<file path="config.mk">
export PLATFORM = sky130hd
export DESIGN_NAME = quarter_table_encoder
export DESIGN_NICKNAME = d
export VERILOG_FILES = /design/src/rtl/quarter_table_encoder.sv
export SDC_FILE = /design/constraint.sdc
export NUM_CORES = 1
export LEC_CHECK = 0
export ABC_AREA = 0
export CAP_MARGIN = 15
export CORE_MARGIN = 2
export CORE_UTILIZATION = 47
export CTS_CLUSTER_SIZE = 20
export DETAILED_ROUTE_END_ITERATION = 10
export PLACE_DENSITY_LB_ADDON = 0.15
export SYNTH_ARGS = -nofsm -noshare
export SYNTH_HDL_FRONTEND = slang
export SYNTH_SLANG_ARGS = --single-unit
</file>
<file path="constraint.sdc">
create_clock -name src_clk -period 1.66 [get_ports src_clk]
set_input_delay 0.332 -clock src_clk [delete_from_list [all_inputs] [get_ports src_clk]]
set_output_delay 0.332 -clock src_clk [all_outputs]
set_load 0.05 [all_outputs]
</file>
<file path="src/rtl/quarter_table_encoder.sv">
// Run-length encoder that packs 7-bit quarter-wave amplitudes into {amp, hold}
// table words and writes them sequentially into the DDS table memory.
module quarter_table_encoder #(
    parameter int DATA_LEN      = 11,
    parameter int ROWS_BASE_2   = 8,
    parameter int MEMORY_HEIGHT = 256
) (
    input  logic                   src_clk,
    input  logic                   rst_n,
    input  logic                   start,
    input  logic                   sample_valid,
    input  logic [6:0]             sample,
    input  logic                   sample_last,
    output logic                   sample_ready,
    output logic [DATA_LEN-1:0]    data_wr,
    output logic [ROWS_BASE_2-1:0] addr_wr,
    output logic                   we,
    output logic [ROWS_BASE_2:0]   word_count,
    output logic                   done,
    output logic                   overflow
);

    typedef enum logic [2:0] {
        S_IDLE, S_FIRST, S_RUN, S_FLUSH, S_DONE, S_FULL
    } state_t;

    localparam logic [ROWS_BASE_2:0] HEIGHT = (ROWS_BASE_2+1)'(MEMORY_HEIGHT);

    state_t                  state_reg, state_next;
    logic [6:0]              cur_amp_reg, cur_amp_next;
    logic [3:0]              run_cnt_reg, run_cnt_next;
    logic [ROWS_BASE_2:0]    word_count_reg, word_count_next;
    logic [DATA_LEN-1:0]     data_reg, data_next;
    logic [ROWS_BASE_2-1:0]  addr_reg, addr_next;
    logic                    we_reg, we_next;
    logic                    ready_reg, done_reg, overflow_reg;
    logic                    accept;
    logic                    emit;

    assign accept = sample_valid && ready_reg;

    always_comb begin
        state_next      = state_reg;
        cur_amp_next    = cur_amp_reg;
        run_cnt_next    = run_cnt_reg;
        word_count_next = word_count_reg;
        data_next       = data_reg;
        addr_next       = addr_reg;
        we_next         = 1'b0;
        emit            = 1'b0;

        case (state_reg)
            S_IDLE, S_DONE, S_FULL: begin
                if (start) begin
                    word_count_next = '0;
                    state_next      = S_FIRST;
                end
            end
            S_FIRST: begin
                if (accept) begin
                    cur_amp_next = sample;
                    run_cnt_next = 4'd0;
                    state_next   = sample_last ? S_FLUSH : S_RUN;
                end
            end
            S_RUN: begin
                if (accept) begin
                    if (sample == cur_amp_reg && run_cnt_reg != 4'd15) begin
                        run_cnt_next = run_cnt_reg + 4'd1;
                    end else begin
                        emit         = 1'b1;
                        cur_amp_next = sample;
                        run_cnt_next = 4'd0;
                    end
                    if (sample_last) state_next = S_FLUSH;
                end
            end
            S_FLUSH: begin
                emit       = 1'b1;
                state_next = S_DONE;
            end
            default: state_next = S_IDLE;
        endcase

        // The emitted word always describes the run as it stood before this edge.
        if (emit) begin
            if (word_count_reg < HEIGHT) begin
                data_next       = '0;
                data_next[10:4] = cur_amp_reg;
                data_next[3:0]  = run_cnt_reg;
                addr_next       = word_count_reg[ROWS_BASE_2-1:0];
                we_next         = 1'b1;
                word_count_next = word_count_reg + (ROWS_BASE_2+1)'(1);
            end else begin
                state_next = S_FULL;
            end
        end
    end

    always_ff @(posedge src_clk or negedge rst_n) begin
        if (!rst_n) begin
            state_reg      <= S_IDLE;
            cur_amp_reg    <= '0;
            run_cnt_reg    <= '0;
            word_count_reg <= '0;
            data_reg       <= '0;
            addr_reg       <= '0;
            we_reg         <= 1'b0;
            ready_reg      <= 1'b0;
            done_reg       <= 1'b0;
            overflow_reg   <= 1'b0;
        end else begin
            state_reg      <= state_next;
            cur_amp_reg    <= cur_amp_next;
            run_cnt_reg    <= run_cnt_next;
            word_count_reg <= word_count_next;
            data_reg       <= data_next;
            addr_reg       <= addr_next;
            we_reg         <= we_next;
            // Status flags are registered copies of the next-state decode.
            ready_reg      <= (state_next == S_FIRST) || (state_next == S_RUN);
            done_reg       <= (state_next == S_DONE);
            overflow_reg   <= (state_next == S_FULL);
        end
    end

    assign sample_ready = ready_reg;
    assign data_wr      = data_reg;
    assign addr_wr      = addr_reg;
    assign we           = we_reg;
    assign word_count   = word_count_reg;
    assign done         = done_reg;
    assign overflow     = overflow_reg;

endmodule

</file>
==> results.toml, run 1 <==
[cells_and_area]
n_fill_cell = 316
register_area_sq_um = 1160
largest_reg_flops = 11
utilization_pct = 78.0
multiInputGateArea_sq_um = 1400
syn_to_final_growth_pct = 58.5
antenna_cells = 0
drive_above_1_share_pct = 58.8
final_nets = 304
fin_cells = 358

[logic_synthesis]
ys_seq_elements = 46
synth_flop_cell = "dfrtp_1"
synthTopCellsByArea = "dfrtp_1, mux2_4, mux2_2"
syn_inst = 191
yosys.area.top_type = "dfrtp_1"
ys_seq_area_share_pct = 48.9
syn_area_per_cell_sq_um = 12.3
ys_types = 47
synth_most_common_cell = "dfrtp_1"
ys_warn_count = 0
synth_edf_count = 0
synthTopCellsByCount = "dfrtp_1, mux2_4, nand2_1, mux2_2, o21ai_0"
synth_top_area_share_pct = 48.9
syn_nets = 205
async_reset_ff_share_pct = 100
syn_area_sq_um = 2350

[global_route]
grt_pass1_vias = 1886
grt_util_all_layers_pct = 21.8
grt_overflow_total = 0
antenna_found_initial = 0
grt_max_degree = 47
grt_pass1_wl_mm = 9.14

[timing]
hold_violations = 0
relSlewSlack_pct = 79.5
maxSlewViolCount = 0
finalWorstSetupSlack_ns = -0.173
min_period_over_period_pct = 110
period_minus_slack_ns = 1.83
tns_ns = -4.16
setup_viol = 35
max_freq_ghz = 0.546
clock_skew_ns = 0.00890
tightest_slew_ns = 0.303
grt_setup_unrepaired = "yes"

[setup_path]
required_ns = 1.84
critPathLaunchType = "register"
worst-endpoint-arrival_ns = 2.02
worstPathMaxFanout = 8
endpoint_kind = "register"
cp-startpoint = "state_reg[0]"
worstReg2RegStart = "state_reg[0]"
path_class = "register to register"

[floorplan]
initial_utilization_pct = 49.2
core_area_sq_um = 4790
die_h_um = 74.8
num_rows = 25
pin_count = 44
die_w_um = 74.8
die_area_sq_um = 5590

[run_status]
violations = "setup timing"
status = "complete, but fails checks"

[pwr]
seqPwrFrac_pct = 27.7
clockPowerShare_pct = 13.5
internal_power_mw = 3.61
p_switching_mw = 2.51
max-vdd-ir-drop_mv = 1.31
cellPowerDensity_nw_per_um2 = 1640
power_frac_comb_pct = 58.8
swShare_pct = 41.1
p_leak_nw = 1.69

[routing]
postRouteAntennaNets = 0
drc = 0
routedWlPerCell_um = 17.3
routed_via_density = 5.43
vias = 1944
drt-initial-drc-count = 129
drtPass1Iterations = 4
wl_mm = 6.18

[clocking]
htree_levels = 2
root_buffer = "clkbuf_8"
cts.sinks = 46
cts_tree = "yes"
clk_pin_slew_worst_paths_ns = 0.09
clock_latency_ns = 0.30
cts_buffer_depth = 2
cts_inserted_buffers = 5

[placement]
dpl.hpwl_mm = 3.67
place_congestion = 0.876
dp.cells = 337
portBuffers = 43

[hold_path]
hold_class = "primary input to register"
min_from = "sample[2]"

[job]
drv_cap = 0
## final timing paths
| kind | to | slack (ns) | cells after the start |
|---|---|---|---|
| max | addr_wr[3] | -0.17 | 6 |
| min | cur_amp_reg[2] | 0.48 | 2 |
| max reg2reg | addr_wr[3] | -0.17 | 6 |
| min reg2reg | data_wr[3] | 0.52 | 1 |
| max in group asynchronous | word_count[8] | 0.88 | 3 |
| min in group asynchronous | data_wr[2] | 0.53 | 3 |
## timing repair
action	4_1_cts	5_1_grt
resized for setup	40	32
hold buffers	0	1
buffers inserted	7	8
cloned	1	0
hold endpoints to repair	0	6
pin swaps	17	24
setup endpoints to repair	42	44
## cells in the final DEF (no fill, tap or decap), types with 2 or more instances in the layout
| master | count |
|---|---|
| nor2_1 | 4 |
| nand2_1 | 15 |
| mux2_4 | 23 |
| buf_4 | 64 |
| and3_1 | 3 |
| clkdlybuf4s50_1 | 3 |
| nand4_1 | 2 |
| buf_12 | 12 |
| xnor2_2 | 7 |
| nand4_4 | 2 |
| nand3_1 | 4 |
| clkbuf_8 | 5 |
| o21ai_0 | 6 |
| o21ai_4 | 2 |
| a21oi_2 | 3 |
| dlygate4sd2_1 | 7 |
| o211ai_1 | 3 |
| mux2_2 | 3 |
| nand2b_4 | 2 |
| nand2b_1 | 3 |
| mux2i_1 | 6 |
| nor3_4 | 4 |
| inv_2 | 2 |
| a32o_1 | 2 |
| dfrtp_2 | 5 |
| a21boi_2 | 2 |
| nor2_4 | 3 |
| buf_6 | 9 |
| clkinv_2 | 2 |
| a21oi_1 | 3 |
| a21bo_2 | 2 |
| dfrtp_1 | 41 |
| nand3b_1 | 2 |
## metal layers
metal / GRT usage [%] / vias to the layer above / routed length (um)
li1: - / 894 / -
met1: 28.8 / 949 / 2500
met2: 35.8 / 80 / 3160
met3: 4.55 / 21 / 302
met4: 7.94 / 0 / 212
met5: 0 / - / 0
## worst max-delay path, stage by stage, from the launching register on
cell and delay, ns:
dfrtp_1 0.44, or3b_4 0.44, nor3_4 0.16, o21ai_4 0.10, nand2_4 0.12, buf_12 0.15, mux2_4 0.30
## metrics by stage
step                      power, mW  hold slack (ns)  setup WS, ns  area (sq um)
final                          6.12            0.476        -0.173          3730
after global routing           6.42            0.485        -0.210          3730
after CTS                      5.74          0.00475        -0.151          3510
after detailed placement       4.51            0.333        -0.517          3190
after floorplan                3.51           0.0364       -0.0989          2390
after global placement         4.46            0.332        -0.494          3190
## kinds of logic (layout without fill, tap and decap cells)
family          Yosys count  after routing  synth area share [%]
fa+ha+maj                 2              2                  1.06
mux                      32             32                  17.7
flops                    46             46                  48.9
buf+inv                  10            110                  3.35
xor+xnor                  7              7                  2.60
compound gates           35             35                  10.7
simple gates             59             59                  15.7
## power groups by stage
stage / sequential, mW / clock [mW] / combinational, mW
CTS: 1.68 / 0.843 / 3.21
detailed placement: 1.67 / 0 / 2.84
global route: 1.73 / 0.898 / 3.79
global placement: 1.66 / 0 / 2.80
floorplan: 2.24 / 0 / 1.28
finish: 1.70 / 0.827 / 3.60
## area by class of cell
cell class / count / area share (%)
tap: 67 / 2.25
clock inverter: 3 / 1.07
clock buffer: 5 / 1.84
inverter: 3 / 0.302
multi-input combinational: 135 / 37.5
sequential: 46 / 31.0
timing repair buffer: 99 / 26.0
Power figures use the tool's default switching activity.
==> run 2: changes to the inputs <==
--- a/config.mk
+++ b/config.mk
@@ -8,10 +8,11 @@
 export ABC_AREA = 0
 export CAP_MARGIN = 15
 export CORE_MARGIN = 2
-export CORE_UTILIZATION = 47
+export CORE_UTILIZATION = 52
 export CTS_CLUSTER_SIZE = 20
 export DETAILED_ROUTE_END_ITERATION = 10
 export PLACE_DENSITY_LB_ADDON = 0.15
+export SETUP_SLACK_MARGIN = 0.5
 export SYNTH_ARGS = -nofsm -noshare
 export SYNTH_HDL_FRONTEND = slang
 export SYNTH_SLANG_ARGS = --single-unit
==> constraint.sdc (replaced) <==
create_clock -name src_clk -period 1.97 [get_ports src_clk]
set_input_delay 0.394 -clock src_clk [delete_from_list [all_inputs] [get_ports src_clk]]
set_output_delay 0.394 -clock src_clk [all_outputs]
set_load 0.05 [all_outputs]
==> results.toml, run 2 (synthesis results as in run 1) <==
[clocking]
clock_latency_ns = 0.30
cts_buffer_depth = 2
htree_levels = 2
cts_inserted_buffers = 5
hold_buffers = 0
root_buffer = "clkbuf_8"
cts_tree = "yes"
cts.sinks = 46
clk_pin_slew_worst_paths_ns = 0.09

[floorplan]
initial_utilization_pct = 54.1
pin_count = 44
core_area_sq_um = 4350
die_h_um = 71.3
die_w_um = 71.3
num_rows = 24
die_area_sq_um = 5080

[routing]
drtPass1Iterations = 4
drt-initial-drc-count = 117
routedWlPerCell_um = 19.4
postRouteAntennaNets = 0
routed_via_density = 5.80
wl_mm = 6.55
vias = 1955
drc = 0

[hold_path]
hold_class = "primary input to async pin"

[global_route]
grt_pass1_wl_mm = 9.39
antenna_found_initial = 0
grt_max_degree = 27
grt_pass1_vias = 1921
grt_util_all_layers_pct = 23.5
grt_overflow_total = 0

[pwr]
max-vdd-ir-drop_mv = 1.15
p_total_mw = 5.05
p_leak_nw = 1.64
cellPowerDensity_nw_per_um2 = 1390

[placement]
place_congestion = 0.797
portBuffers = 43
dpl.hpwl_mm = 3.77
dp.cells = 299

[cells_and_area]
utilization_pct = 83.2
final_common_cell = "dfrtp_1"
drive_above_1_share_pct = 58.9
layout_common_cells = "dfrtp_1, buf_4, mux2_4"
antenna_cells = 0
final_nets = 298
syn_to_final_growth_pct = 53.8
fin_cells = 337
largest_reg_flops = 11

[timing]
relSlewSlack_pct = 65.0
tightest_slew_ns = 0.524
grt_setup_unrepaired = "yes"
hold_violations = 0
max_freq_ghz = 0.540
tns_ns = 0
clock_skew_ns = 0.0105
maxSlewViolCount = 0
setup_viol = 0
min_period_over_period_pct = 94.0
period_minus_slack_ns = 1.85

[setup_path]
endpoint_kind = "register"
required_ns = 2.17
critPathLaunchType = "register"
path_class = "register to register"
worstReg2RegStart = "run_cnt_reg[1]"
cp-startpoint = "run_cnt_reg[1]"
worstPathMaxFanout = 5
worst-endpoint-arrival_ns = 2.05

[job]
drv_cap = 0

[run_status]
status = "complete, no violations"
[run 2: changes by cell type in the layout (fill, tap and decap cells not counted), moves of 3 or more]
cell	previous run	this run
buf_2	1	9
buf_6	9	16
clkdlybuf4s15_2	0	15
buf_12	12	3
a21oi_2	3	0
clkbuf_8	5	8
buf_4	64	36
[run 2: layout make-up]
class | instances | area, sq um
Fill cell | 225 | 732
Multi-Input combinational cell | 135 | 1400
Timing Repair Buffer | 93 | 876
Tap cell | 52 | 65.1
Inverter | 3 | 15.0
Clock buffer | 8 | 110
Sequential cell | 46 | 1160
[run 2: where the power goes]
group          internal, mW  switching [mW]  leakage [nW]  total (mW)
Sequential             1.21           0.234         0.594        1.44
Combinational          1.37            1.56         0.985        2.93
Clock                 0.355           0.321        0.0575       0.675
[run 2: routing by layer]
metal  global-route usage (%)  wire [um]
met2                     39.1       3500
met1                     30.8       2630
met3                     5.06        305
met4                     7.97        111
met5                        0          0
[run 2: final timing paths]
path	to	slack, ns	cells after the start
max	addr_wr[5]	0.12	8
min	state_reg[1]	0.06	1
max reg2reg	addr_wr[5]	0.12	8
min reg2reg	data_wr[5]	0.51	1
max in group asynchronous	word_count[1]	1.38	2
min in group src_clk	data_wr[5]	0.51	1
[run 2: stage by stage]
stage | hold slack, ns | instance area [sq um] | worst slack (ns)
after detailed placement | 0.396 | 3000 | -0.312
after global routing | 0.0966 | 3620 | 0.0635
after global placement | 0.388 | 3000 | -0.225
after floorplan | 0.0984 | 2430 | 0.211
final | 0.0576 | 3620 | 0.118
after CTS | 0.0647 | 3450 | 0.151
[run 2: what timing repair did]
item,4_1_cts,5_1_grt
gates resized for setup,127,35
pin swaps,17,15
setup buffers,17,12
endpoints found under the setup margin,71,55
gates cloned,0,1
[run 2: worst max-delay path, cell delays in order (launching register included)]
cell,delay (ns)
dfrtp_1,0.42
ha_2,0.22
nand3_2,0.11
nand4_4,0.16
o21ai_4,0.20
nand2_4,0.10
buf_4,0.15
buf_6,0.11
mux2_4,0.28
==> run 3: changes to the inputs <==
--- a/config.mk
+++ b/config.mk
@@ -11,6 +11,7 @@
 export CORE_UTILIZATION = 52
 export CTS_CLUSTER_SIZE = 20
 export DETAILED_ROUTE_END_ITERATION = 10
+export GPL_TIMING_DRIVEN = 0
 export PLACE_DENSITY_LB_ADDON = 0.15
 export SETUP_SLACK_MARGIN = 0.5
 export SYNTH_ARGS = -nofsm -noshare
==> results.toml, run 3 (synthesis results as in run 1) <==
[clocking]
clk_pin_slew_worst_paths_ns = 0.08
hold_buffers = 0
root_buffer = "clkbuf_8"
cts_buffer_depth = 2
cts.sinks = 46
htree_levels = 2
clock_latency_ns = 0.30
cts_inserted_buffers = 5
cts_tree = "yes"

[global_route]
grt_util_all_layers_pct = 25.1
grt_pass1_wl_mm = 9.91
grt_pass1_vias = 1966
grt_overflow_total = 0
antenna_found_initial = 0
grt_max_degree = 28

[floorplan]
initial_utilization_pct = 54.1
die_w_um = 71.3
die_h_um = 71.3
num_rows = 24
die_area_sq_um = 5080
pin_count = 44
core_area_sq_um = 4350

[setup_path]
path_class = "register to register"
worstPathMaxFanout = 10
worst-endpoint-arrival_ns = 2.07
endpoint_kind = "register"
critPathLaunchType = "register"
required_ns = 2.15

[pwr]
p_total_mw = 5.03
cellPowerDensity_nw_per_um2 = 1410
max-vdd-ir-drop_mv = 1.00
p_leak_nw = 1.57

[timing]
min_period_over_period_pct = 95.8
relSlewSlack_pct = 67.2
clock_skew_ns = 0.00428
period_minus_slack_ns = 1.89
hold_violations = 0
maxSlewViolCount = 0
finalWorstSetupSlack_ns = 0.0831
grt_setup_unrepaired = "yes"
setup_viol = 0
max_freq_ghz = 0.530
tightest_slew_ns = 0.490

[placement]
place_congestion = 0.865
placed_cell_area_sq_um = 2940
preCtsSetupSlack_ns = -0.388
portBuffers = 43
dpl.hpwl_mm = 3.42
dp.cells = 287

[cells_and_area]
final_common_cell = "dfrtp_1"
layout_common_cells = "dfrtp_1, mux2_4, buf_4"
final_area_sq_um = 3570
drive_above_1_share_pct = 57.2
final_nets = 291
n_fill_cell = 227
syn_to_final_growth_pct = 51.8
antenna_cells = 0
largest_reg_flops = 11
fin_cells = 330

[routing]
vias = 1954
routed_via_density = 5.92
drc = 0
postRouteAntennaNets = 0
drt-initial-drc-count = 234
routedWlPerCell_um = 19.8
drtPass1Iterations = 4
wl_mm = 6.54

[hold_path]
hold_class = "primary input to async pin"

[job]
drv_cap = 0

[run_status]
status = "complete, no violations"
run 3: path summary, 6_finish.rpt:
| path | start | to | slack, ns | depth (start not counted) |
|---|---|---|---|---|
| min in group src_clk | addr_wr[4] | addr_wr[4] | 0.51 | 1 |
| max in group asynchronous | rst_n | word_count[1] | 1.40 | 2 |
| worst min-delay path | rst_n | data_wr[3] | 0.05 | 1 |
| worst min register to register | addr_wr[4] | addr_wr[4] | 0.51 | 1 |
| worst max register to register | state_reg[2] | data_wr[4] | 0.08 | 7 |
| worst max-delay path | state_reg[2] | data_wr[4] | 0.08 | 7 |
run 3: area by class of cell:
cell class                 count  area, sq um  area share (%)
buffer                         7         88.8            2.49
clock buffer                   7         86.3            2.42
clock inverter                 1         5.00           0.140
inverter                       3         15.0           0.420
multi-input combinational    135         1380            38.5
sequential                    46         1160            32.4
tap                           52         65.1            1.82
timing repair buffer          79          779            21.8
run 3: stage by stage:
| step | util, % | hold slack (ns) | setup TNS [ns] |
|---|---|---|---|
| 2_1_floorplan | - | 0.0984 | 0 |
| 3_3_place_gp | 67.2 | 0.490 | -45.39 |
| 3_5_place_dp | 67.5 | 0.382 | -10.13 |
| 4_1_cts | 78.3 | 0.0610 | 0 |
| 5_1_grt | 82.1 | 0.0751 | 0 |
| 6_report | 82.1 | 0.0458 | 0 |
run 3: where the power goes:
group | total, mW | switching (mW) | internal [mW]
clock network | 0.594 | 0.311 | 0.283
registers | 1.43 | 0.220 | 1.21
logic | 3.01 | 1.59 | 1.42
total | 5.03 | 2.12 | 2.91
run 3: layer usage:
metal	up-vias	global-route usage, %	part of all wire, %	wire length [um]
li1	868	-	-	-
met3	27	4.22	4.4	289
met5	-	0	0	0
met1	987	35.5	43	2830
met2	72	38.9	49	3190
met4	0	10.3	3.5	229
run 3: repair_timing:
action,in CTS,in global routing
gates resized for setup,158,26
hold endpoints to repair,0,0
gates cloned,1,1
setup endpoints to repair,78,53
pin swaps,24,12
buffers inserted,23,10
run 3: worst max-delay path, cell delays in order (launching register included):
cell and delay (ns):
dfrtp_1 0.41, buf_2 0.20, nand2b_4 0.22, or2_4 0.30, nand2_4 0.08, buf_12 0.12, clkbuf_16 0.14, mux2_4 0.29
